[src/rtl/pix_tx_pkg.sv]
// Shared types and helpers for the pixel-to-MAC transmit pump.
package pix_tx_pkg;

    localparam int HDR_WORDS_MAX = 8;

    typedef enum logic [1:0] {
        ST_IDLE,
        ST_HDR,
        ST_PAY_LO,
        ST_PAY_HI
    } pix_state_e;

    // A FIFO entry carries 19 bits; bits 18, 17 and 8 are not pixel data.
    function automatic logic [15:0] pix_half(input logic [18:0] pix);
        return {pix[16:9], pix[7:0]};
    endfunction

endpackage

[src/rtl/pix_hdr_bank.sv]
// Header word store: 8x32 register file, one write port, one combinational read port.
module pix_hdr_bank
    import pix_tx_pkg::*;
(
    input  logic        clk,
    input  logic        rst,
    input  logic        we,
    input  logic [2:0]  waddr,
    input  logic [31:0] wdat,
    input  logic [2:0]  raddr,
    output logic [31:0] rdat
);

    logic [31:0] mem [HDR_WORDS_MAX];

    always_ff @(posedge clk or posedge rst) begin
        if (rst) begin
            for (int i = 0; i < HDR_WORDS_MAX; i++) begin
                mem[i] <= '0;
            end
        end else if (we) begin
            mem[waddr] <= wdat;
        end
    end

    assign rdat = mem[raddr];

endmodule

[src/rtl/pix_tx_pump.sv]
// Emits one raw MAC frame per start: header bank words, then payload words
// packed from pairs of pixel-FIFO pops, honouring MAC back-pressure.
module pix_tx_pump
    import pix_tx_pkg::*;
#(
    parameter int HDR_WORDS = 4,
    parameter int LEN_W     = 10
) (
    input  logic             sys_clk_i,
    input  logic             sys_rst_i,
    input  logic             hdr_wr_i,
    input  logic [2:0]       hdr_addr_i,
    input  logic [31:0]      hdr_dat_i,
    input  logic [LEN_W-1:0] payload_words_i,
    input  logic             start_i,
    input  logic             abort_i,
    output logic             busy_o,
    output logic             done_o,
    output logic [15:0]      words_sent_o,
    input  logic [18:0]      fifo_dat_i,
    input  logic             fifo_empty_i,
    output logic             fifo_rd_o,
    output logic [31:0]      tx_data_o,
    output logic             tx_sof_o,
    output logic             tx_we_o,
    input  logic             tx_stop_i
);

    localparam logic [3:0]       HDR_LIM  = 4'(HDR_WORDS);
    localparam logic [2:0]       HDR_LAST = 3'(HDR_WORDS - 1);
    localparam logic [LEN_W-1:0] LEN_ONE  = LEN_W'(1);

    pix_state_e       state;
    logic [2:0]       hdr_idx;
    logic [LEN_W-1:0] remaining;
    logic [15:0]      hi_half;
    logic [15:0]      words_sent;
    logic             done;

    logic [31:0] hdr_word;
    logic        hdr_we;
    logic        hdr_phase;
    logic        lo_phase;
    logic        hi_phase;

    assign hdr_phase = (state == ST_HDR);
    assign lo_phase  = (state == ST_PAY_LO);
    assign hi_phase  = (state == ST_PAY_HI);

    // Header writes are only taken while idle so a frame never sees a torn header.
    assign hdr_we = hdr_wr_i && (state == ST_IDLE) && ({1'b0, hdr_addr_i} < HDR_LIM);

    pix_hdr_bank u_hdr_bank (
        .clk   (sys_clk_i),
        .rst   (sys_rst_i),
        .we    (hdr_we),
        .waddr (hdr_addr_i),
        .wdat  (hdr_dat_i),
        .raddr (hdr_idx),
        .rdat  (hdr_word)
    );

    // MAC strobes stay combinational: the MAC expects tx_stop_i honoured in the same cycle.
    assign tx_we_o   = !abort_i && !tx_stop_i && (hdr_phase || (hi_phase && !fifo_empty_i));
    assign fifo_rd_o = !abort_i && !fifo_empty_i && (lo_phase || (hi_phase && !tx_stop_i));
    assign tx_sof_o  = tx_we_o && hdr_phase && (hdr_idx == 3'd0);
    assign tx_data_o = hdr_phase ? hdr_word : {hi_half, pix_half(fifo_dat_i)};

    assign busy_o       = (state != ST_IDLE);
    assign done_o       = done;
    assign words_sent_o = words_sent;

    always_ff @(posedge sys_clk_i or posedge sys_rst_i) begin
        if (sys_rst_i) begin
            state      <= ST_IDLE;
            hdr_idx    <= '0;
            remaining  <= '0;
            hi_half    <= '0;
            words_sent <= '0;
            done       <= 1'b0;
        end else begin
            done <= 1'b0;
            if (abort_i) begin
                state <= ST_IDLE;
            end else begin
                case (state)
                    ST_IDLE: begin
                        if (start_i) begin
                            remaining  <= payload_words_i;
                            words_sent <= '0;
                            hdr_idx    <= '0;
                            state      <= ST_HDR;
                        end
                    end
                    ST_HDR: begin
                        if (tx_we_o) begin
                            words_sent <= words_sent + 16'd1;
                            if (hdr_idx == HDR_LAST) begin
                                if (remaining == '0) begin
                                    state <= ST_IDLE;
                                    done  <= 1'b1;
                                end else begin
                                    state <= ST_PAY_LO;
                                end
                            end else begin
                                hdr_idx <= hdr_idx + 3'd1;
                            end
                        end
                    end
                    ST_PAY_LO: begin
                        if (fifo_rd_o) begin
                            hi_half <= pix_half(fifo_dat_i);
                            state   <= ST_PAY_HI;
                        end
                    end
                    ST_PAY_HI: begin
                        // Second pop and the MAC write happen together, so one word per two cycles.
                        if (tx_we_o) begin
                            words_sent <= words_sent + 16'd1;
                            remaining  <= remaining - LEN_ONE;
                            if (remaining == LEN_ONE) begin
                                state <= ST_IDLE;
                                done  <= 1'b1;
                            end else begin
                                state <= ST_PAY_LO;
                            end
                        end
                    end
                    default: state <= ST_IDLE;
                endcase
            end
        end
    end

endmodule

[config.mk]
export PLATFORM = sky130hd
export DESIGN_NAME = pix_tx_pump
export DESIGN_NICKNAME = d
export VERILOG_FILES = /design/src/rtl/pix_tx_pkg.sv /design/src/rtl/pix_hdr_bank.sv /design/src/rtl/pix_tx_pump.sv
export SDC_FILE = /design/constraint.sdc
export NUM_CORES = 1
export LEC_CHECK = 0
export ABC_CLOCK_PERIOD_IN_PS = 11100
export BUFFER_PORTS_ARGS = -buffer_cell sky130_fd_sc_hd__buf_2
export CAP_MARGIN = 20
export CORE_MARGIN = 2
export CORE_UTILIZATION = 35
export CTS_CLUSTER_SIZE = 20
export DETAILED_ROUTE_END_ITERATION = 10
export PLACE_DENSITY = 0.51
export SKIP_CTS_REPAIR_TIMING = 1
export SYNTH_ARGS = -nofsm -noshare
export SYNTH_HDL_FRONTEND = slang
export SYNTH_SLANG_ARGS = --single-unit
[constraint.sdc]
create_clock -name sys_clk_i -period 11.1 [get_ports sys_clk_i]
set_clock_uncertainty 0.2 [all_clocks]
set_input_delay 1.11 -clock sys_clk_i [delete_from_list [all_inputs] [get_ports sys_clk_i]]
set_output_delay 1.11 -clock sys_clk_i [all_outputs]
set_load 0.01 [all_outputs]
Word-level counts from Yosys, hierarchy flattened
Cells that the tools add are included.
{"block": "totals", "n_memories": 0, "regBits": 304, "latch_bits": 0, "rom_bits": 0, "inputBits": 71, "ramBits": 0, "elab_cells": 101}
{"block": "classes", "order_cmp": 4, "multipliers": 0, "n_eq_ne": 15, "n_bitwise": 3, "shifts": 0, "n_reduce_logical": 29, "n_div": 0, "n_addsub": 3, "mux": 33}
{"operator": "$bwmux 256", "n": 1}
{"operator": "$mux 32", "n": 4}
{"operator": "$bmux 32 s3", "n": 1}
{"operator": "$demux 32 s3", "n": 1}
{"operator": "$mux 16", "n": 2}
{"operator": "$pmux 16 s2", "n": 1}
{"operator": "$mux 10", "n": 2}
{"operator": "$pmux 10 s2", "n": 1}
{"operator": "$add 16x1->16 const B", "n": 1}
{"operator": "$mux 2", "n": 8}
{"operator": "$ne 3x3->1 const B", "n": 4}
{"operator": "$logic_and 1x1->1", "n": 11}
{"operator": "$eq 10x1->1 const B", "n": 1}
{"operator": "$logic_not 10->1", "n": 1}
{"operator": "$reduce_and 5->1", "n": 2}
{"operator": "$sub 10x1->10 const B", "n": 1}
{"operator": "$mux 3", "n": 3}
{"operator": "$ge 4x4->1 const B", "n": 2}
{"operator": "$ne 2x2->1 const B", "n": 4}
{"operator": "$not 3->4", "n": 2}
{"operator": "$pmux 2 s4", "n": 1}
{"operator": "$reduce_and 4->1", "n": 2}
{"operator": "$reduce_bool 2->1", "n": 4}
{"operator": "$mux 1", "n": 6}
{"operator": "17 further kinds", "n": 21}

Depth between registers and ports, before layout
Gate-level depths: netlist (run 1).
{"block": "depth", "ltp_word": 7, "depth_mapped": 7}

By module
A second synthesis (run 1) with hierarchy kept.
{"block": "hier_totals", "hier_cells": 961, "area_unflattened_um2": 14627.8}
{"mod": "pix_hdr_bank", "area_per_inst_um2": 11651.2, "seq_area_each_um2": 6406.1, "instances": 1, "cells_each": 666}
{"mod": "pix_tx_pump", "area_per_inst_um2": 2976.6, "seq_area_each_um2": 1201.2, "instances": 1, "cells_each": 295}

Worst setup path before layout (run 1)
No wires, ideal clock.
{"block": "synth_timing", "path_kind": "input-to-output", "start": "input port abort_i", "end": "output port tx_sof_o", "arrival_ns": 1.943, "path_stages": 4, "setup_slack_ns": 7.847, "n_path_buf": 2, "cell_sequence": "clkbuf_1 > clkbuf_1 > nand2b_1 > nor4_1"}
{"block": "synth_between", "elab_chain_cells": 5}
{"element": "start: declaration", "line": "pix_tx_pump.sv:16", "text": "input logic abort_i,"}
{"element": "$logic_not 1->1", "line": "pix_tx_pump.sv:64", "text": "assign tx_we_o = !abort_i && !tx_stop_i && (hdr_phase || (hi_phase && !fifo_empty_i));"}
{"element": "$logic_and 1x1->1 (2 in series)", "line": "pix_tx_pump.sv:64"}
{"element": "$logic_and 1x1->1 (2 in series)", "line": "pix_tx_pump.sv:66", "text": "assign tx_sof_o = tx_we_o && hdr_phase && (hdr_idx == 3'd0);"}
{"element": "end: declaration", "line": "pix_tx_pump.sv:24", "text": "output logic tx_sof_o,"}
Every way passes these cells.

Worst setup path after layout (run 1)
{"block": "layout_timing", "start": "register hdr_idx[0]", "end": "output port tx_data_o[20]"}
{"block": "layout_between", "elab_chain_cells": 5}
{"element": "start: declaration", "line": "pix_tx_pump.sv:34", "text": "logic [2:0] hdr_idx;"}
{"element": "start signal: assignment", "line": "pix_tx_pump.sv:106", "text": "hdr_idx <= hdr_idx + 3'd1;"}
{"element": "$not 3->4 (not written as such)", "line": "pix_hdr_bank.sv:26", "text": "assign rdat = mem[raddr];"}
{"element": "$bmux 32 s3", "line": "pix_hdr_bank.sv:26"}
{"element": "$mux 32 (not written as such) (2 in series)", "line": "pix_hdr_bank.sv:26"}
{"element": "$mux 32", "line": "pix_tx_pump.sv:67", "text": "assign tx_data_o = hdr_phase ? hdr_word : {hi_half, pix_half(fifo_dat_i)};"}
{"element": "end: declaration", "line": "pix_tx_pump.sv:23", "text": "output logic [31:0] tx_data_o,"}
Every way passes these cells. The select of a mux whose other input is x is not followed.

==> results of run 1 <==
## worst max-delay path: cells and delay by family, from the launching register on
family | cells | cell delay [ns]
mux | 2 | 0.98
buf+inv | 2 | 0.94
flops | 1 | 0.82
compound gates | 1 | 0.13
## routing by layer
| layer | track usage (%) | wire length, µm |
|---|---|---|
| met1 | 22.74 | 14250 |
| met2 | 23.82 | 13150 |
| met3 | 3.151 | 1438 |
| met4 | 3.982 | 545 |
| met5 | 0 | 21 |
## final timing paths
| kind | to | cells after the start | startpoint |
|---|---|---|---|
| max | tx_data_o[20] | 5 | hdr_idx[0] |
| min | u_hdr_bank.mem[32] | 0 | u_hdr_bank.mem[32] |
| max reg2reg | u_hdr_bank.mem[215] | 5 | state[0] |
| min reg2reg | u_hdr_bank.mem[32] | 0 | u_hdr_bank.mem[32] |
| max in group asynchronous | u_hdr_bank.mem[176] | 3 | sys_rst_i |
| min in group asynchronous | u_hdr_bank.mem[223] | 2 | sys_rst_i |
## sequential cells by signal (all words and copies together), names as in the netlist
register / cells
hdr_idx: 3
done_o: 1
hi_half: 16
words_sent_o: 16
remaining: 10
u_hdr_bank.mem: 256
state: 2
## metrics by stage
stage          power, mW  std cells  cell area (µm²)
6_report           3.069       1501            15070
5_1_grt            3.222       1501            15070
4_1_cts            3.118       1501            15070
3_5_place_dp       1.917       1435            13870
3_3_place_gp       1.907       1435            13870
2_1_floorplan      1.745        972            13220
## area by class of cell
| type | count | area [µm²] | area share [%] |
|---|---|---|---|
| Clock buffer | 56 | 1066 | 7.072 |
| Clock inverter | 10 | 135.1 | 0.8964 |
| Inverter | 10 | 45.04 | 0.2988 |
| Multi-Input combinational cell | 478 | 4873 | 32.33 |
| Sequential cell | 304 | 7612 | 50.50 |
| Tap cell | 511 | 639.4 | 4.241 |
| Timing Repair Buffer | 132 | 703.2 | 4.665 |
## logic make-up (layout without fill, tap and decap cells)
kind of cell	after synthesis	count (layout)	share of synthesized area (%)
AOI/OAI and AO/OA	93	93	3.938
DFF	304	304	57.55
muxes	249	249	27.15
and+or+nand+nor	130	130	5.121
adders and majority gates	6	6	0.5680
buffers and inverters	190	208	5.670
## synth_stat cells, types with 7 or more instances
master,count
dfrtp_1,304
clkbuf_1,155
mux2_2,116
mux4_2,64
o21ai_0,53
nand2_1,47
mux2i_1,39
mux2_4,30
a21oi_1,21
nor2_1,17
buf_1,11
buf_2,11
inv_1,9
nand2b_1,9
nand3_1,8
or4_1,8
nor3_1,7
o31ai_1,7
## power groups by stage
stage / logic (mW) / clock network (mW) / registers [mW]
2_1_floorplan: 0.430 / 0 / 1.31
3_3_place_gp: 0.540 / 0 / 1.37
3_5_place_dp: 0.548 / 0 / 1.37
4_1_cts: 0.548 / 1.22 / 1.35
5_1_grt: 0.587 / 1.26 / 1.37
6_report: 0.533 / 1.19 / 1.35
==> flow_summary.ini, run 1 <==
[timing]
tightestPinTransition_ns = 1.097
rsz0062_at_grt = no
max_slew_margin_pct = 26.83
drv_slew = 0
setup_viol = 0
min_period_ns = 4.714
fin_crit_sh_pct = 42.47
holdWs_ns = 0.1695
max_freq_mhz = 212.1
fin_ws_ns = 6.386
hold_viol = 0
setup_tns_ns = 0

[power]
internal_power_mw = 2.259
vdd_drop_max_mv = 0.09855
seqPwrFrac_pct = 44.0
p_sw_share_pct = 26.39
pwr-share-clk_pct = 38.6
combinationalPowerShare_pct = 17.4
p_sw_uw = 809.9
p_leak_nw = 7.111
power_per_cell_area_nw_per_um2 = 203.6

[setup_path]
slowest_delay_ns = 0.82
required_ns = 9.79
cpMaxStageDelayCell = dfrtp_4
critPathArrivalTime_ns = 3.40
cp_max_fo = 39
reg2reg_slack_ns = 7.86
critPathKind = flop to primary output
critPathLaunchType = flop
end_kind = primary output
path_cells = buf_4 > mux4_2 > mux2i_1 > o21ai_0 > buf_2

[grt]
grt_overflow = 0
grt_use_total_pct = 15.60
grt_pass1_wl_um = 46770
antenna_found_initial = 2
grt_pass1_vias = 7682
grt_max_degree = 173

[floorplanning]
start_util_pct = 35.34
rows = 71
coreArea_um2 = 37400
die_area_um2 = 39330
pin_count = 124
die_w_um = 198.3
die_h_um = 198.3

[route]
drcViolationCount = 0
drt-pass1-iter-count = 4
routedWlPerCell_um = 19.59
wl_um = 29410
drt_iter0_drc = 350
vias = 7330
ant_nets = 0
via_per_inst = 4.883

[finish]
num-fill-cells = 3522
antenna_cells = 0
drive_above_1_share_pct = 41.11
layout_common_cells = dfrtp_1 (302), buf_2 (120), mux2_2 (116)
utilization_pct = 40.31
area_growth_pct = 14.05
final_common_cell = dfrtp_1
nets = 1039

[placement]
place_congestion = 0.7175
hpwlAfterDp_um = 17990
io_buffers = 120
place_ws_ns = 6.822

[cts]
cts_buffers = 36
clock_latency_ns = 0.52
clock_path_buffers = 3
h-tree-depth = 2
clk_pin_slew_ns = 0.06
cts_tree = yes
cts.sinks = 304
ctsRootBufferMaster = clkbuf_16

[yosys]
syn_nets = 1049
synthTopCellsByArea = dfrtp_1 (58%), mux4_2 (11%), mux2_2 (9.9%)
yosys_warnings = 0
synthCells = 972
yosysTopAreaCell = dfrtp_1
yosysTopAreaCellShare_pct = 57.55
ys.flop_type = dfrtp_1
syn_area_um2 = 13220
synth_async_sr_flop_share_pct = 100.0
syn_area_per_cell_um2 = 13.60
synth-edff-count = 0
ys_ff_latch = 304
ys_types = 45
seq_area_frac_synth_pct = 57.55

[hold_path]
hold_path_class = flop to flop

[outcome]
outcome = finished, final reports clean

[flow_run]
drv_cap = 0
Note: power is estimated with default switching activity, not from simulation.
==> inputs of run 2 (changes only) <==
Settings changed: ABC_CLOCK_PERIOD_IN_PS 11100 to 3900, PLACE_DENSITY 0.51 to 0.53.
Clock period 11.1 ns to 3.9 ns, I/O delays scaled along.
==> run 2 against run 1 <==
Non-clock buffer count is 70 higher. Total power grew to 2.8 times the previous value. Final area increased by 4.5%. Setup slack lost 6.0 ns. Sequential share of layout area down 2.2 points. Combinational power grew to 3.0 times the previous value. Final cell count grew 4.5%. Largest power group unchanged. The flow now finishes with violations (negative hold slack). Die area is the same. Core utilization grew 1.8 points. Flip-flop and latch count is the same.
==> flow_summary.ini, run 2 (synthesis gave the netlist of run 1 again) <==
[outcome]
outcome = finished, violations left
violations = negative hold slack

[timing]
tightestPinTransition_ns = 1.045
rsz0062_at_grt = no
fin_crit_sh_pct = 89.90
max_slew_margin_pct = 29.79
drv_slew = 0
max_freq_mhz = 285.2
holdWs_ns = -0.01036
hold_viol = 1
min_period_ns = 3.506
setup_viol = 0

[setup_path]
reg2reg_slack_ns = 1.02
r2r-end = u_hdr_bank.mem[249]
cp_max_fo = 41
critPathArrivalTime_ns = 2.92
rr_startpoint = state[0]
end_kind = primary output
required_ns = 3.31
critPathKind = flop to primary output
critPathLaunchType = flop
worst-r2r-cell-count = 5

[hold_path]
min-delay-start = payload_words_i[3]
min_delay_path_depth = 3
min_to = remaining[3]
hold_path_class = input pin to flop

[power]
power_per_cell_area_nw_per_um2 = 549.9
vdd_drop_max_mv = 0.3921
p_leak_nw = 7.415
totalPowerFinal_mw = 8.667

[cts]
cts_buffers = 36
clock_latency_ns = 0.52
h-tree-depth = 2
clk_pin_slew_ns = 0.06
ctsRootBufferMaster = clkbuf_16
cts.sinks = 304
clock_path_buffers = 3
cts_tree = yes

[finish]
final_common_cell = dfrtp_1
largest_reg_flops = 256
final_area_um2 = 15760
largest_register = u_hdr_bank.mem
antenna_cells = 0
layout_common_cells = dfrtp_1 (302), buf_2 (120), mux2_2 (116)
area_growth_pct = 19.24
nets = 1109
utilization_pct = 42.14
drive_above_1_share_pct = 40.02

[grt]
grt_max_degree = 71
antenna_found_initial = 3
grt_use_total_pct = 15.79
grt_overflow = 0
grt_pass1_vias = 7642
grt_pass1_wl_um = 46790

[placement]
io_buffers = 120
hpwlAfterDp_um = 19100
place_congestion = 0.7581
dpl_cell_area_um2 = 14070

[route]
via_per_inst = 4.812
drcViolationCount = 0
drt-pass1-iter-count = 4
routedWlPerCell_um = 19.12
drt_iter0_drc = 343
vias = 7545
wl_um = 29980
ant_nets = 0

[floorplanning]
die_area_um2 = 39330
die_w_um = 198.3
pin_count = 124
die_h_um = 198.3
start_util_pct = 35.34
rows = 71
coreArea_um2 = 37400

[flow_run]
drv_cap = 0
-- run 2: cell count changes in the layout (fill, tap and decap cells not counted) --
cell / delta
buf_12: +7
buf_4: +8
bufinv_16: -1
clkbuf_1: -4
clkbuf_8: -2
clkinv_2: +4
clkinvlp_4: +1
dlygate4sd3_1: +55
inv_16: -1
-- run 2: stage by stage --
| stage | setup slack [ns] | instances | TNS, ns | hold slack [ns] |
|---|---|---|---|---|
| after floorplan | -0.7330 | 972 | -222.83 | 0.2239 |
| after global placement | 0.8551 | 1450 | 0 | 0.1597 |
| after detailed placement | 0.8936 | 1450 | 0 | 0.1622 |
| after CTS | 0.3067 | 1513 | 0 | -0.1221 |
| after global routing | 0.1789 | 1568 | 0 | 0.03150 |
| final | 0.3941 | 1568 | 0 | -0.01036 |
-- run 2: worst max path at each step --
| stage | startpoint | endpoint | slack [ns] | depth (start not counted) |
|---|---|---|---|---|
| 2_1_floorplan | sys_rst_i | done_o | -0.73 | 1 |
| 3_3_place_gp | hdr_idx[0] | tx_data_o[16] | 0.86 | 5 |
| 3_5_place_dp | hdr_idx[0] | tx_data_o[29] | 0.89 | 5 |
| 4_1_cts | hdr_idx[0] | tx_data_o[16] | 0.31 | 5 |
| 5_1_grt | hdr_idx[0] | tx_data_o[5] | 0.18 | 5 |
| 6_report | hdr_idx[0] | tx_data_o[16] | 0.39 | 5 |
-- run 2: per-layer routing --
metal / wire [µm] / vias up / global-route usage, %
met5: 23 / - / 0
li1: - / 3514 / -
met3: 1739 / 36 / 4.037
met2: 13900 / 160 / 24.35
met4: 434 / 4 / 3.815
met1: 13890 / 3831 / 22.34
-- run 2: layout make-up --
class	instances	area [µm²]
fillers	3463	21640
flip-flops and latches	304	7612
multi-input cells	478	4873
repair buffers	202	1454
clock buffers	50	1023
well taps	511	639.4
clock inverters	13	116.4
inverters	10	41.29
-- run 2: worst max-delay path, cell delays in order (launching register included) --
cell and delay, ns:
dfrtp_4 1.02, buf_12 0.26, mux4_2 0.52, mux2i_1 0.13
o21ai_0 0.19, buf_2 0.24
-- run 2: where the power goes --
part	total [mW]	internal [mW]	switching (mW)
Combinational	1.62	0.927	0.688
Clock	3.23	1.91	1.32
Sequential	3.83	3.55	0.278
